**src/rtl/seq_split_multiplier.sv**
```systemverilog
// Sequential split multiplier: forms the four partial products of the high/low
// operand halves one per cycle on a single shared multiplier and accumulates them.
module seq_split_multiplier #(
    parameter int WIDTH = 16,
    parameter int SPLIT = 6
) (
    input  logic                 clk,
    input  logic                 rst,
    input  logic                 in_valid,
    output logic                 in_ready,
    input  logic [WIDTH-1:0]     A,
    input  logic [WIDTH-1:0]     B,
    input  logic                 approx,
    output logic                 out_valid,
    input  logic                 out_ready,
    output logic [2*WIDTH-1:0]   P,
    output logic                 busy
);

    localparam int HW = WIDTH - SPLIT;
    localparam int MW = (HW > SPLIT) ? HW : SPLIT;
    localparam int PW = 2 * WIDTH;

    typedef enum logic [2:0] {
        IDLE = 3'd0,
        HH   = 3'd1,
        HL   = 3'd2,
        LH   = 3'd3,
        LL   = 3'd4,
        DONE = 3'd5
    } state_t;

    state_t            state_r;
    state_t            state_next_s;
    logic [WIDTH-1:0]  a_r;
    logic [WIDTH-1:0]  b_r;
    logic              approx_r;
    logic [PW-1:0]     acc_r;
    logic [PW-1:0]     p_r;
    logic [MW-1:0]     mul_a_s;
    logic [MW-1:0]     mul_b_s;
    logic [2*MW-1:0]   prod_s;
    logic [PW-1:0]     prod_ext_s;
    logic [PW-1:0]     term_s;
    logic [PW-1:0]     acc_next_s;
    logic              accept_s;

    // Status outputs decoded from state; in_ready stays low while reset is held.
    always_comb begin
        in_ready  = (state_r == IDLE) && !rst;
        busy      = (state_r != IDLE);
        out_valid = (state_r == DONE);
        P         = p_r;
        accept_s  = in_valid && in_ready;
    end

    // Route the operand halves of the current phase into the shared multiplier.
    always_comb begin
        mul_a_s = {MW{1'b0}};
        mul_b_s = {MW{1'b0}};
        case (state_r)
            HH: begin
                mul_a_s[HW-1:0] = a_r[WIDTH-1:SPLIT];
                mul_b_s[HW-1:0] = b_r[WIDTH-1:SPLIT];
            end
            HL: begin
                mul_a_s[HW-1:0]    = a_r[WIDTH-1:SPLIT];
                mul_b_s[SPLIT-1:0] = b_r[SPLIT-1:0];
            end
            LH: begin
                mul_a_s[SPLIT-1:0] = a_r[SPLIT-1:0];
                mul_b_s[HW-1:0]    = b_r[WIDTH-1:SPLIT];
            end
            LL: begin
                mul_a_s[SPLIT-1:0] = a_r[SPLIT-1:0];
                mul_b_s[SPLIT-1:0] = b_r[SPLIT-1:0];
            end
            default: begin
                mul_a_s = {MW{1'b0}};
                mul_b_s = {MW{1'b0}};
            end
        endcase
    end

    assign prod_s = {{MW{1'b0}}, mul_a_s} * {{MW{1'b0}}, mul_b_s};

    // Align the partial product to its weight and add it to the running sum.
    always_comb begin
        prod_ext_s             = {PW{1'b0}};
        prod_ext_s[2*MW-1:0]   = prod_s;
        case (state_r)
            HH:      term_s = prod_ext_s << (2 * SPLIT);
            HL:      term_s = prod_ext_s << SPLIT;
            LH:      term_s = prod_ext_s << SPLIT;
            LL:      term_s = prod_ext_s;
            default: term_s = {PW{1'b0}};
        endcase
        acc_next_s = acc_r + term_s;
    end

    // Next-state logic; approximate mode skips the low x low phase.
    always_comb begin
        state_next_s = state_r;
        case (state_r)
            IDLE: begin
                if (accept_s) state_next_s = HH;
                else          state_next_s = IDLE;
            end
            HH: state_next_s = HL;
            HL: state_next_s = LH;
            LH: begin
                if (approx_r) state_next_s = DONE;
                else          state_next_s = LL;
            end
            LL: state_next_s = DONE;
            DONE: begin
                if (out_ready) state_next_s = IDLE;
                else           state_next_s = DONE;
            end
            default: state_next_s = IDLE;
        endcase
    end

    // State register.
    always_ff @(posedge clk or posedge rst) begin
        if (rst) begin
            state_r <= IDLE;
        end else begin
            state_r <= state_next_s;
        end
    end

    // Operand capture, accumulation, and result latch on the way into DONE.
    always_ff @(posedge clk or posedge rst) begin
        if (rst) begin
            a_r      <= {WIDTH{1'b0}};
            b_r      <= {WIDTH{1'b0}};
            approx_r <= 1'b0;
            acc_r    <= {PW{1'b0}};
            p_r      <= {PW{1'b0}};
        end else begin
            if (accept_s) begin
                a_r      <= A;
                b_r      <= B;
                approx_r <= approx;
                acc_r    <= {PW{1'b0}};
            end else begin
                case (state_r)
                    HH, HL, LH, LL: acc_r <= acc_next_s;
                    default:        acc_r <= acc_r;
                endcase
            end
            if ((state_next_s == DONE) && (state_r != DONE)) begin
                p_r <= acc_next_s;
            end else begin
                p_r <= p_r;
            end
        end
    end

endmodule

```
**config.mk**
```make
export PLATFORM = sky130hd
export DESIGN_NAME = seq_split_multiplier
export DESIGN_NICKNAME = d
export VERILOG_FILES = /design/src/rtl/seq_split_multiplier.sv
export SDC_FILE = /design/constraint.sdc
export NUM_CORES = 1
export LEC_CHECK = 0
export BUFFER_PORTS_ARGS = -buffer_cell sky130_fd_sc_hd__buf_2
export CAP_MARGIN = 10
export CORE_AREA = 2 2 132 147
export CTS_CLUSTER_DIAMETER = 40
export CTS_CLUSTER_SIZE = 12
export DETAILED_ROUTE_END_ITERATION = 12
export DIE_AREA = 0 0 134 149
export PLACE_DENSITY_LB_ADDON = 0.05
export SLEW_MARGIN = 20
export SYNTH_ARGS = -nofsm -noshare
export SYNTH_HDL_FRONTEND = slang
export SYNTH_SLANG_ARGS = --single-unit
```
**constraint.sdc**
```tcl
create_clock -name clk -period 9.05 [get_ports clk]
set_input_delay 0.905 -clock clk [delete_from_list [all_inputs] [get_ports clk]]
set_output_delay 0.905 -clock clk [all_outputs]
set_load 0.02 [all_outputs]
```
* Word-level counts from Yosys, hierarchy flattened
Index checks and enable logic that the tools add are counted.
** Operators by class
- Add/subtract/negate cells :: 1
- $mul :: 1
- Equality and inequality tests :: 7
- Muxes and demuxes :: 11
- Reduce and logical (&&, ||, !) cells :: 13
** Operator list (number)
- 32-bit case mux with 3 select lines :: 1
- 32-bit 2-to-1 mux :: 2
- 32-bit adder :: 1
- 6-bit case mux with 2 select lines :: 2
- 10-bit by 10-bit multiplier with 20-bit output :: 1
- 3-bit case mux with 6 select lines :: 1
- 2-bit OR reduction :: 5
- 3-bit == test (second input constant) :: 3
- 4-bit 2-to-1 mux :: 2
- 3-bit by 2-bit == test with 1-bit output (second input constant) :: 2
- 4-bit OR reduction :: 1
- 3-bit by 1-bit == test with 1-bit output (second input constant) :: 1
- 1-bit logical AND :: 3
- 3-bit logical NOT :: 1
- 3-bit 2-to-1 mux :: 1
- 3-bit inequality test (second input constant) :: 1
- 3-bit nonzero test :: 1
- 1-bit 2-to-1 mux :: 2
- 2-bit nonzero test :: 1
- 1-bit logical NOT :: 1
** Storage, ports and cells
- Bits in registers :: 100
- Bits of input ports :: 37
- Output and inout port bits :: 35

* Depth between registers and ports, before layout
- Word-level depth :: 8
- Gate-level depth with buffers :: 36
- Depth with buffers taken out :: 34

* Worst setup path before layout
Ideal clock, no wire load.
- Path type :: reg-to-reg
- From :: register state_r[0]
- To :: register acc_r[31]
- Library setup time :: 0.124 ns
- Data arrival time :: 8.077 ns
- Setup slack :: 0.849 ns
- Stages on the path, launching flop included :: 32
- Path buffers :: 2
- Cell sequence :: dfrtp_1 > clkbuf_1 > inv_1 > nor2_1 > clkbuf_1 > nand2_1 > or2_2 > fa_1 > fa_1 > inv_1 > fa_1 > fa_1 > inv_1 > fa_1 > inv_1 > ha_1 > and3_1 > o311a_1 > nor3_1 > a2111oi_0 > o22a_1 > xnor2_1 > o21ai_0 > ha_1 > a21o_1 > a21oi_2 > nor2_1 > a211o_1 > o2111a_1 > o21ai_1 > or3b_1 > mux2i_1
** Between the ends
- Word-level cells in the longest chain between the ends :: 8
- Elaborated cells between the ends (all ways) :: 23
- Classes of those cells :: 1 x add/sub; 1 x mul; 4 x eq/ne; 7 x mux; 10 x reduce/logical
** Ends and longest elaborated chain
- start: declaration :: RTL line 33 : state_t state_r;
- start signal: assignment :: RTL line 129 : state_r <= state_next_s;
- 3-bit by 2-bit == test with 1-bit output, or another cell as far along :: RTL line 61, 91, 148
- 2-bit OR reduction (no source line)
- 6-bit case mux with 2 select lines or 4-bit 2-to-1 mux (tied branches) :: RTL line 61 : case (state_r)
- 10-bit by 10-bit multiplier with 20-bit output :: RTL line 85 : assign prod_s = {{MW{1'b0}}, mul_a_s} * {{MW{1'b0}}, mul_b_s};
- 32-bit case mux with 3 select lines :: RTL line 91 : case (state_r)
- 32-bit adder :: RTL line 98 : acc_next_s = acc_r + term_s;
- 32-bit 2-to-1 mux :: RTL line 148 : case (state_r)
- 32-bit 2-to-1 mux :: RTL line 142 : if (accept_s) begin
- end signal: assignment :: RTL line 146 : acc_r <= {PW{1'b0}};
- end signal: assignment :: RTL line 149 : HH, HL, LH, LL: acc_r <= acc_next_s;
- end signal: assignment :: RTL line 150 : default: acc_r <= acc_r;
- end: declaration :: RTL line 38 : logic [PW-1:0] acc_r;
Parallel ways exist; a longest one is shown, timed or not. The select of a mux whose other input is x is not followed.
A chain may end at the register's enable or synchronous reset.

* Final worst setup path
- From :: register state_r[2]
- To :: register acc_r[31]
Same word-level chain as after synthesis.

==> impl_metrics.yaml <==
cts:
  hold_buffers: 0
  clk_latency_ps: 360
  cts_buffers: 9
  htree_levels: 3
  clk_pin_slew_worst_paths_ps: 80
  clock-root-buffer: "clkbuf_16"
  clkSinkCount: 100
  cts_buffer_depth: 2
  cts_tree: "built"
sta:
  rsz0062_at_grt: "no"
  finalSetupTns_ps: 0
  skew_ps: 10.7
  fmax_mhz: 119
  worstMarginPinSlew_ps: 900
  setup_viol: 0
  maxSlewHeadroom_pct: 40.0
  period_needed_ps: 8420
  hold_viol_final: 0
  slew_viol_final: 0
  min_period_over_period_pct: 93.0
route:
  drtIter0Drc: 402
  wl_per_cell_um: 17.3
  via_count: 7254
  wirelength_mm: 22.6
  vias_per_cell: 5.55
  drc: 0
  dr.pass1.iters: 5
  postRouteAntennaNets: 0
hold_path:
  whs_path_depth: 2
  whs_endpoint: "P[9]"
  hold_start: "P[9]"
  hold_path_class: "reg -> reg"
place:
  io_buffers: 71
  gp_congestion: 0.909
  hpwl_mm: 17.9
  post-place-cells: 1292
  place_area_mm2: 0.00962
finish:
  drive_above_1_share_pct: 15.1
  layout_common_cells: "103 x nor2_1, 98 x dfrtp_1, 90 x nand2_1"
  diodes: 0
  final_cells: 1308
  layout.nets: 1242
  syn_to_final_growth_pct: 11.4
  final_cell_area_mm2: 0.00992
  layout.cells.most_common: "nor2_1"
die:
  coreArea_mm2: 0.0186
  die_y_um: 149
  die_area_mm2: 0.0200
  die_w_um: 134
  initial_utilization_pct: 47.8
  row_count: 53
  ios: 72
critical_path:
  rrSetupSlack_ps: 630
  slowest_stage: "fa_1"
  cp_max_fo: 15
  path_class: "reg -> reg"
  worstRegToRegCells: 33
  worstPathRequired_ps: 9300
  critPathCaptureType: "register"
  critPathLaunchType: "register"
  r2r_end: "acc_r[31]"
  slowest_delay_ps: 530
  arrival_ps: 8660
  reg2reg_from: "state_r[2]"
grt:
  grt_max_degree: 70
  overflow: 0
  grt_first_pass_wirelength_mm: 37.3
  antenna_found_initial: 0
  grt_pass1_vias: 7232
  grt_usage_pct: 23.8
synth:
  syn-mean-instance-area_um2: 9.02
  synth_cell_types: 57
  synth_top_area_share_pct: 28.1
  synth_ff_type: "dfrtp_1"
  yosys_warnings: 0
  synth-seq-area-share_pct: 28.1
  postSynthCellCount: 988
  synth.cell_area_mm2: 0.00891
  synth-edff-count: 0
  async_reset_ff_share_pct: 100
  synth_fp_nets: 1174
  synth_top_cell_by_area: "dfrtp_1"
  ys_ff_latch: 100
  synthTopCellsByArea: "dfrtp_1 28%, fa_1 14%, ha_1 12%, o21ai_0 4.4%, nor2_1 4.3%"
power_and_ir_drop:
  ir_worst_vdd_mv: 0.222
  power.density_mw_per_mm2: 411
  power.total_uw: 4080
  p_leak_uw: 0.00495
run:
  drv_cap: 0
run_status:
  status: "finished, final reports clean"
registers in the layout, indices dropped and copies added (netlist names):
register and cells:
acc_r 32, P 32, a_r 16, state_r 3, b_r 16, approx_r 1
metal layers:
layer / vias up / routed length (um) / part of all wire, % / GRT usage, %
met5: - / 0 / 0 / 0
met4: 0 / 569 / 2.5 / 7.55
met3: 32 / 729 / 3.2 / 2.96
met2: 160 / 11400 / 50 / 42.3
met1: 3511 / 9880 / 44 / 30.1
li1: 3551 / - / - / -
power breakdown:
group | switching [uW] | leakage (uW) | internal (uW)
Combinational | 1810 | 0.00355 | 1080
Clock | 194 | 0.000139 | 191
Sequential | 156 | 0.00126 | 653
Total | 2160 | 0.00495 | 1920
cells by family (layout without fill, tap and decap cells):
| family | Yosys count | in the layout | share of synthesized area, % |
|---|---|---|---|
| xor+xnor | 44 | 44 | 4.33 |
| mux | 34 | 34 | 4.28 |
| compound gates | 230 | 230 | 16.5 |
| fa+ha+maj | 149 | 149 | 26.2 |
| buf+inv | 120 | 193 | 5.06 |
| flops | 100 | 100 | 28.1 |
| simple gates | 311 | 311 | 15.5 |
Yosys cell counts (3+ instances only):
cell type  count
a211o_1        3
a21o_1        19
a21oi_1       36
a22o_1        10
a22oi_1       16
a31oi_1        9
and2_1         9
and3_1         6
clkbuf_1      36
dfrtp_1      100
fa_1          63
ha_1          86
inv_1         83
mux2_2        33
nand2_1       93
nand2b_1       6
nand3_1       56
nand4_1        3
nor2_1       103
nor2b_1       11
nor3_1        13
o2111ai_1      4
o211ai_1       5
o21a_1         5
o21ai_0       79
o21ai_1        3
o21bai_1       4
o22a_1         3
o22ai_1       10
o31ai_1        5
or2_2          3
xnor2_1       21
xor2_1        23
how the worst max path moves through the flow:
stage               slack (ps)        end       start  cells past startpoint
finish                     630  acc_r[31]  state_r[2]                     33
global route                80  acc_r[31]  state_r[0]                     32
CTS                        190  acc_r[31]  state_r[1]                     30
detailed placement         240  acc_r[31]  state_r[1]                     30
global placement           430      P[29]  state_r[1]                     31
floorplan                  850  acc_r[31]  state_r[0]                     31
stage by stage:
step                      setup WS [ps]  util [%]  hold slack [ps]
after detailed placement            238      51.6              466
after CTS                           190      53.1              481
after global placement              434      51.6              458
after global routing               78.5      53.2              507
final                               632      53.2              478
after floorplan                     849         -              465
area by class of cell:
class / count / area, um^2
multi-input combinational: 768 / 5980
clock buffer: 9 / 225
fill: 1772 / 8710
tap: 247 / 309
sequential: 100 / 2500
clock inverter: 7 / 60.1
inverter: 83 / 314
timing repair buffer: 94 / 528
timing repair:
action                     4_1_cts  5_1_grt
setup endpoints to repair        0       24
buffers inserted                 0        0
gates resized for setup          0        9
worst max-delay path: cells and delay by family (launching register included):
| kind | cells | cell delay, ps |
|---|---|---|
| AND/OR/NAND/NOR | 9 | 1460 |
| flip-flops | 1 | 510 |
| multiplexers | 1 | 140 |
| AO/OA/AOI/OAI | 9 | 2180 |
| adder cells (fa/ha/maj) | 7 | 3290 |
| buffers and inverters | 6 | 450 |
| XOR/XNOR | 1 | 250 |
(Power assumes the default switching activity.)
